==> config.mk <==
export PLATFORM = sky130hd
export DESIGN_NAME = add_round_key_pipe
export DESIGN_NICKNAME = d
export VERILOG_FILES = /design/src/rtl/aes_pkg.sv /design/src/rtl/ark_key_buffer.sv /design/src/rtl/add_round_key_pipe.sv
export SDC_FILE = /design/constraint.sdc
export NUM_CORES = 2
export LEC_CHECK = 0
export CAP_MARGIN = 0
export CORE_ASPECT_RATIO = 0.75
export CORE_UTILIZATION = 46
export CTS_CLUSTER_SIZE = 16
export DETAILED_ROUTE_END_ITERATION = 10
export GPL_ROUTABILITY_DRIVEN = 0
export SLEW_MARGIN = 40
export SYNTH_ARGS = -nofsm -noshare
export SYNTH_HDL_FRONTEND = slang
export SYNTH_SLANG_ARGS = --single-unit
==> constraint.sdc <==
create_clock -name clk -period 11.77 [get_ports clk]
set_clock_uncertainty 0.1 [all_clocks]
set_input_delay 2.354 -clock clk [delete_from_list [all_inputs] [get_ports clk]]
set_output_delay 2.354 -clock clk [all_outputs]
set_load 0.03 [all_outputs]
==> src/rtl/aes_pkg.sv <==
// ---------------------------------------------------------------------------
// aes_pkg
// Shared AES datapath definitions: state geometry, round counts for the three
// key sizes, state/key vector types and the byte-position helper that maps a
// (row, column) coordinate onto the column-major state layout.
// ---------------------------------------------------------------------------
package aes_pkg;

   localparam int AES_WORD_SIZE      = 8;
   localparam int AES_ROWS           = 4;
   localparam int AES_NB             = 4;
   localparam int AES_NUM_ROUNDS_128 = 10;
   localparam int AES_NUM_ROUNDS_192 = 12;
   localparam int AES_NUM_ROUNDS_256 = 14;
   localparam int AES_STATE_W        = AES_WORD_SIZE * AES_ROWS * AES_NB;

   typedef logic [AES_STATE_W-1:0] state_t;
   typedef logic [AES_STATE_W-1:0] key_t;

   // State bytes are stored column by column, so byte (r, c) lives at
   // index c*ROWS + r within the flat state vector.
   function automatic int byte_index(input int r, input int c);
      return c * AES_ROWS + r;
   endfunction

endpackage

==> src/rtl/ark_key_buffer.sv <==
// ---------------------------------------------------------------------------
// ark_key_buffer
// Round-key register file with one write port and one combinational read
// port. Holds NUM_ROUNDS+1 keys.
//
// Ports:
//   clk, rst  - clock, synchronous active-high reset (clears every entry)
//   wr_en     - write wr_data into entry wr_idx (ignored if wr_idx > NUM_ROUNDS)
//   wr_idx    - write index
//   wr_data   - key to store
//   rd_idx    - read index
//   rd_data   - key at rd_idx, or the key being written to rd_idx this cycle;
//               zero when rd_idx is out of range
//   rd_err    - rd_idx > NUM_ROUNDS
// ---------------------------------------------------------------------------
module ark_key_buffer
   import aes_pkg::*;
#(
   parameter int W          = AES_STATE_W,
   parameter int NUM_ROUNDS = AES_NUM_ROUNDS_128,
   parameter int RW         = $clog2(NUM_ROUNDS + 1)
)(
   input  logic          clk,
   input  logic          rst,
   input  logic          wr_en,
   input  logic [RW-1:0] wr_idx,
   input  logic [W-1:0]  wr_data,
   input  logic [RW-1:0] rd_idx,
   output logic [W-1:0]  rd_data,
   output logic          rd_err
);

   localparam logic [RW-1:0] MAX_IDX = RW'(NUM_ROUNDS);

   logic [W-1:0] mem [0:NUM_ROUNDS];
   logic         wr_ok;

   assign wr_ok = wr_en && (wr_idx <= MAX_IDX);

   // Key storage: reset wipes every entry so that no stale key from a previous
   // session can leak into a fresh run; out-of-range writes are dropped.
   always_ff @(posedge clk) begin
      if (rst) begin
         for (int i = 0; i <= NUM_ROUNDS; i++) begin
            mem[i] <= '0;
         end
      end else if (wr_ok) begin
         mem[wr_idx] <= wr_data;
      end
   end

   // Read side: a same-cycle write to the index being read is forwarded so the
   // consumer sees the newest key; an out-of-range index yields an all-zero key
   // so the state passes through the XOR untouched.
   always_comb begin
      rd_err  = (rd_idx > MAX_IDX);
      rd_data = '0;
      if (!rd_err) begin
         if (wr_ok && (wr_idx == rd_idx)) begin
            rd_data = wr_data;
         end else begin
            rd_data = mem[rd_idx];
         end
      end
   end

endmodule

==> src/rtl/add_round_key_pipe.sv <==
// ---------------------------------------------------------------------------
// add_round_key_pipe
// Two-stage pipelined AES AddRoundKey. Each accepted state is XORed with the
// round key selected by its round index from an internal key buffer.
// Latency 2, throughput 1 per cycle, valid/ready on both sides.
//
// Ports:
//   clk, rst     - clock, synchronous active-high reset
//   key_wr_en    - write key_wr_data into key buffer entry key_wr_idx
//   key_wr_idx   - key buffer index
//   key_wr_data  - round key
//   in_valid     - input state valid
//   in_ready     - stage can accept (combinational from out_ready)
//   in_state     - state, byte i = c*ROWS+r at [i*WORD_SIZE +: WORD_SIZE]
//   in_round     - round index selecting the key
//   out_valid    - result valid
//   out_ready    - downstream accepts
//   out_state    - in_state XOR round key
//   out_round    - round index, passed through
//   out_err      - the round index of this result was above NUM_ROUNDS
//   xfer_cnt     - 32-bit count of output transfers (only with ARK_PERF_CNT_EN)
//
// Build option: define ARK_PERF_CNT_EN to add the xfer_cnt output.
// ---------------------------------------------------------------------------
module add_round_key_pipe
   import aes_pkg::*;
#(
   parameter int WORD_SIZE     = AES_WORD_SIZE,
   parameter int ROWS          = AES_ROWS,
   parameter int NB            = AES_NB,
   parameter int NUM_ROUNDS    = AES_NUM_ROUNDS_128,
   parameter int KEY_ROW_MAJOR = 0,
   parameter int RW            = $clog2(NUM_ROUNDS + 1)
)(
   input  logic                          clk,
   input  logic                          rst,
`ifdef ARK_PERF_CNT_EN
   output logic [31:0]                   xfer_cnt,
`endif
   input  logic                          key_wr_en,
   input  logic [RW-1:0]                 key_wr_idx,
   input  logic [WORD_SIZE*ROWS*NB-1:0]  key_wr_data,
   input  logic                          in_valid,
   output logic                          in_ready,
   input  logic [WORD_SIZE*ROWS*NB-1:0]  in_state,
   input  logic [RW-1:0]                 in_round,
   output logic                          out_valid,
   input  logic                          out_ready,
   output logic [WORD_SIZE*ROWS*NB-1:0]  out_state,
   output logic [RW-1:0]                 out_round,
   output logic                          out_err
);

   localparam int W = WORD_SIZE * ROWS * NB;

   logic          s1_valid;
   logic [W-1:0]  s1_state;
   logic [W-1:0]  s1_key;
   logic [RW-1:0] s1_round;
   logic          s1_err;

   logic [W-1:0]  key_rd;
   logic          key_err;
   logic [W-1:0]  key_x;
   logic          s2_adv;
   logic          s1_adv;
   logic          accept;

   ark_key_buffer #(
      .W          (W),
      .NUM_ROUNDS (NUM_ROUNDS),
      .RW         (RW)
   ) u_key_buf (
      .clk     (clk),
      .rst     (rst),
      .wr_en   (key_wr_en),
      .wr_idx  (key_wr_idx),
      .wr_data (key_wr_data),
      .rd_idx  (in_round),
      .rd_data (key_rd),
      .rd_err  (key_err)
   );

   // No skid buffer: the input side can only move when S1 is empty or S1 is
   // about to move into S2, which in turn depends on the downstream ready.
   // in_ready is forced low while reset is asserted.
   assign s2_adv   = !out_valid || out_ready;
   assign s1_adv   = !s1_valid || s2_adv;
   assign in_ready = !rst && s1_adv;
   assign accept   = in_valid && in_ready;

   // Key byte reordering: with row-major keys, state byte (r, c) must pick up
   // key byte r*NB+c instead of the matching column-major position.
   always_comb begin
      key_x = '0;
      for (int r = 0; r < ROWS; r++) begin
         for (int c = 0; c < NB; c++) begin
            if (KEY_ROW_MAJOR != 0) begin
               key_x[(c*ROWS + r)*WORD_SIZE +: WORD_SIZE] = s1_key[(r*NB + c)*WORD_SIZE +: WORD_SIZE];
            end else begin
               key_x[(c*ROWS + r)*WORD_SIZE +: WORD_SIZE] = s1_key[(c*ROWS + r)*WORD_SIZE +: WORD_SIZE];
            end
         end
      end
   end

   // Stage 1: capture the state, its round index and the key as read in the
   // accept cycle, so later key writes cannot disturb this transfer.
   always_ff @(posedge clk) begin
      if (rst) begin
         s1_valid <= 1'b0;
         s1_state <= '0;
         s1_key   <= '0;
         s1_round <= '0;
         s1_err   <= 1'b0;
      end else if (s1_adv) begin
         s1_valid <= accept;
         if (accept) begin
            s1_state <= in_state;
            s1_key   <= key_rd;
            s1_round <= in_round;
            s1_err   <= key_err;
         end
      end
   end

   // Stage 2 / output registers: hold the XOR result; everything stays frozen
   // while the downstream stalls a valid result.
   always_ff @(posedge clk) begin
      if (rst) begin
         out_valid <= 1'b0;
         out_state <= '0;
         out_round <= '0;
         out_err   <= 1'b0;
      end else if (s2_adv) begin
         out_valid <= s1_valid;
         if (s1_valid) begin
            out_state <= s1_state ^ key_x;
            out_round <= s1_round;
            out_err   <= s1_err;
         end
      end
   end

`ifdef ARK_PERF_CNT_EN
   // Output transfer counter, free-running and wrapping at 2^32.
   always_ff @(posedge clk) begin
      if (rst) begin
         xfer_cnt <= '0;
      end else if (out_valid && out_ready) begin
         xfer_cnt <= xfer_cnt + 32'd1;
      end
   end
`endif

endmodule

==> impl_results.rst <==
.. list-table::
   :header-rows: 1

   * - Metric
     - Value
   * - Setup repair after global routing missed its margin
     - no
   * - Count of cell types in the netlist
     - 42
   * - Post-cts sizing count
     - 0
   * - Time the worst path needs with I/O delays and setup
     - between 6 and 7 ns
   * - Routed WL
     - roughly 230000 um
   * - CTS tree
     - done
   * - First-pass detailed-route iteration total
     - 6
   * - Basic-gate share of the synthesized area counting and, or, nand and nor cells
     - 0.107
   * - Count of nets after finishing
     - around 6700
   * - CTS Buf Count
     - 187
   * - Yosys warnings
     - 0
   * - Final Max Tran Viols
     - 0
   * - DPL Wire Length
     - ~130000 um
   * - Complex-gate fraction of the synthesized area
     - 0.0684
   * - Reg2Reg Launch Point
     - out_valid
   * - Min setup slack post-route
     - approximately 5.5 ns
   * - Number of vias per cell
     - a little under 6
   * - Hold-fix buffer count after cts
     - 0
   * - IO Count
     - roughly 400
   * - Worst-skew pair later-pin latency
     - 0.84 ns
   * - Power per unit of standard cell area
     - 166 nW/um2
   * - Parity-gate share of the synthesized area counting xor and xnor cells
     - 0.0145
   * - Number of vias after detailed routing
     - about 51000
   * - Final setup violation count
     - 0
   * - Vias in the first global route
     - between 50000 and 60000
   * - Final design instance area without fill
     - just over 90000 um2
   * - Post-synthesis adder-cell area fraction
     - 0
   * - IO buf count
     - between 400 and 500
   * - Worst hold slack
     - ~0.36 ns
   * - Final period util
     - 0.534
   * - Overall die width
     - approximately 480 um
   * - Residual overflow from global routing
     - 0
   * - Area inside the core boundary
     - about 170000 um2
   * - Maximum fanout encountered on the critical timing path
     - 6
   * - Placement-stage cell area
     - 86100 um2
   * - Number of synthesized register bits
     - 1931
   * - Postcts setup bufs
     - 0
   * - Cell area after technology mapping
     - ~80000 um2
   * - Timing startpoint of the critical path
     - out_ready
   * - Most common flop cell mapped by yosys
     - sky130_fd_sc_hd__edfxtp_1
   * - Slew at the pin closest to its max-slew limit
     - 0.914 ns
   * - F_max
     - about 0.16 GHz
   * - Drt wl/cell
     - ~26 um
   * - Data required time of the critical path
     - approximately 9.3 ns
   * - DRT antenna net count
     - 0
   * - Critical setup path kind
     - input pin to output port
   * - Cell at the root of the clock tree
     - sky130_fd_sc_hd__clkbuf_16
   * - # H-tree levels
     - 4
   * - Rel. slew slack
     - 0.390
   * - Count of placed standard cells in the final layout, fillers left out
     - 8856
   * - Area growth from synthesis to final layout
     - 16.4%
   * - Avg Synthesized Cell Area
     - 13.1 um2
   * - Count of flip-flops with a built-in enable after synthesis
     - about 1400
   * - Overall track demand over capacity in global routing
     - 0.263
   * - Maximum number of pins on one net before global-route repair
     - approximately 130
   * - Highest ir drop seen on vdd
     - roughly 0.00013 V
   * - Core Rows
     - 131
   * - Largest family of logic cells by synthesized area
     - multiplexers
   * - Wire length of the first global-routing pass
     - ~340000 um
   * - Class of the tightest hold or removal check
     - flop to flop
   * - Antenna violations before repair
     - 15
   * - Sort of element at the end of the critical path
     - output port
   * - Die Span Y
     - about 360 um
   * - Sort of element at the start of the critical path
     - input pin
   * - Signal arrival time at the worst endpoint
     - 3.83 ns
   * - Clk pin slew, worst setup/hold paths
     - 0.06 ns
   * - Fraction of final layout cells sized beyond drive strength 1
     - 0.141
   * - Remaining DRCs
     - 0
   * - Number of cells after detailed placement
     - 8453
   * - Number of buffers between clock root and the deepest sink
     - 3
   * - Final-layout setup total negative slack
     - 0 ns
   * - Die Area
     - roughly 170000 um2
   * - Status
     - finished clean
   * - Initial core utilization
     - 0.466
   * - Fraction of registers with async set or reset after synthesis
     - 0
   * - Num Clock Sinks
     - approximately 1900
   * - Endpoints failing hold
     - 0
   * - Start point of the worst min-delay path
     - s1_round[1]
   * - Share of the yosys chip area belonging to registers
     - 0.662
   * - Leakage
     - around 31 nW
   * - Post-Place Setup Slack
     - between 4 and 5 ns
   * - Max Cap Viol
     - 0
   * - Syn Inst Count
     - between 6000 and 7000
   * - First DRT Iteration DRCs
     - about 6100
   * - Mux cell area share after synthesis
     - 0.108
-- worst paths after layout --
kind / endpoint / depth (start not counted) / slack (ns)
max reg2reg: key_x[57] / 7 / 8.08
min reg2reg: out_round[1] / 2 / 0.36
max: in_ready / 4 / 5.48
min: out_round[1] / 2 / 0.36
-- critical path: stages --
cell,delay [ns]
sky130_fd_sc_hd__clkdlybuf4s50_1,0.50
sky130_fd_sc_hd__nor2b_4,0.08
sky130_fd_sc_hd__a21oi_1,0.19
sky130_fd_sc_hd__clkdlybuf4s50_1,0.70
-- area by class of cell --
cell class | count | area (um2)
Fill cell | 14200 | 78300
Clock inverter | 62 | 672
Inverter | 132 | 505
Antenna cell | 9 | 22.5
Tap cell | 2261 | 2830
Clock buffer | 290 | 5640
Multi-Input combinational cell | 3540 | 24400
Sequential cell | 1931 | 52700
Timing Repair Buffer | 631 | 5880
-- registers in the layout, indices dropped and copies added (netlist names) --
register	flops
s1_state	128
u_key_buf.mem	1535
s1_valid	1
out_state	128
s1_err	1
out_round	4
out_err	1
s1_round	4
out_valid	1
key_x	128
-- layout by cell type, fill, tap and decap left out, types with 19 or more instances in the layout --
cell type	Yosys	layout
sky130_fd_sc_hd__dfxtp_1	524	524
sky130_fd_sc_hd__a221o_1	127	127
sky130_fd_sc_hd__nor2_1	1668	1668
sky130_fd_sc_hd__o211ai_1	130	130
sky130_fd_sc_hd__clkbuf_8	0	34
sky130_fd_sc_hd__conb_1	1	127
sky130_fd_sc_hd__a21oi_1	137	137
sky130_fd_sc_hd__o21ai_0	133	133
sky130_fd_sc_hd__clkbuf_1	419	53
sky130_fd_sc_hd__clkdlybuf4s50_1	0	400
sky130_fd_sc_hd__edfxtp_1	1407	1407
sky130_fd_sc_hd__buf_6	31	29
sky130_fd_sc_hd__clkbuf_16	0	197
sky130_fd_sc_hd__o22ai_1	127	127
sky130_fd_sc_hd__buf_12	0	19
sky130_fd_sc_hd__mux4_2	383	383
sky130_fd_sc_hd__nor3_1	127	126
sky130_fd_sc_hd__a211oi_1	128	128
sky130_fd_sc_hd__nand2_1	153	146
sky130_fd_sc_hd__nand2b_1	140	131
sky130_fd_sc_hd__clkinv_2	0	22
sky130_fd_sc_hd__xnor2_1	132	132
sky130_fd_sc_hd__buf_4	18	67
sky130_fd_sc_hd__inv_1	130	130
sky130_fd_sc_hd__buf_2	91	98
-- report_power, final --
group	internal (mW)	total [mW]	leakage, nW	switching [mW]
clock network	3.58	6.19	3.11	2.61
registers	7.68	7.85	17.7	0.168
logic	0.543	1.31	10.2	0.771
-- stage by stage --
step	utilization	power [mW]
3_3_place_gp	0.499	9.26
5_1_grt	0.542	15.8
6_report	0.542	15.4
2_1_floorplan	-	8.76
3_5_place_dp	0.504	9.30
4_1_cts	0.540	15.4
-- cells in the mapped netlist, drive strengths merged, types with 2 or more instances --
cell	count	area, um2
nor2	1669	6270
edfxtp	1407	42300
dfxtp	524	10500
clkbuf	419	1570
mux4	383	8630
buf	178	1080
nand2	153	574
nand2b	140	876
a21oi	138	694
o21ai	134	674
xnor2	132	1160
o211ai	131	988
inv	130	488
a211oi	129	981
a221o	127	1270
nor3	127	636
o22ai	127	795
nor2b	5	38.8
nand3	4	20.0
nand3b	3	22.5
clkinv	2	7.51
nand4	2	18.8
-- cell families after synthesis --
group           count (synthesis)
flops                        1931
mux                           384
compound gates                791
buf+inv                       729
xor+xnor                      132
simple gates                 2106
other cells                     1
-- routing by layer --
metal / GRT usage / share of wire / vias up / wire (um)
li1: - / - / 22600 / -
met1: 0.373 / 0.42 / 26100 / 97600
met2: 0.405 / 0.46 / 2369 / 106000
met3: 0.0566 / 0.093 / 337 / 21400
met4: 0.0795 / 0.026 / 8 / 6070
met5: 0 / 0.00021 / - / 48
No activity file was read; power rests on OpenSTA's default activity.
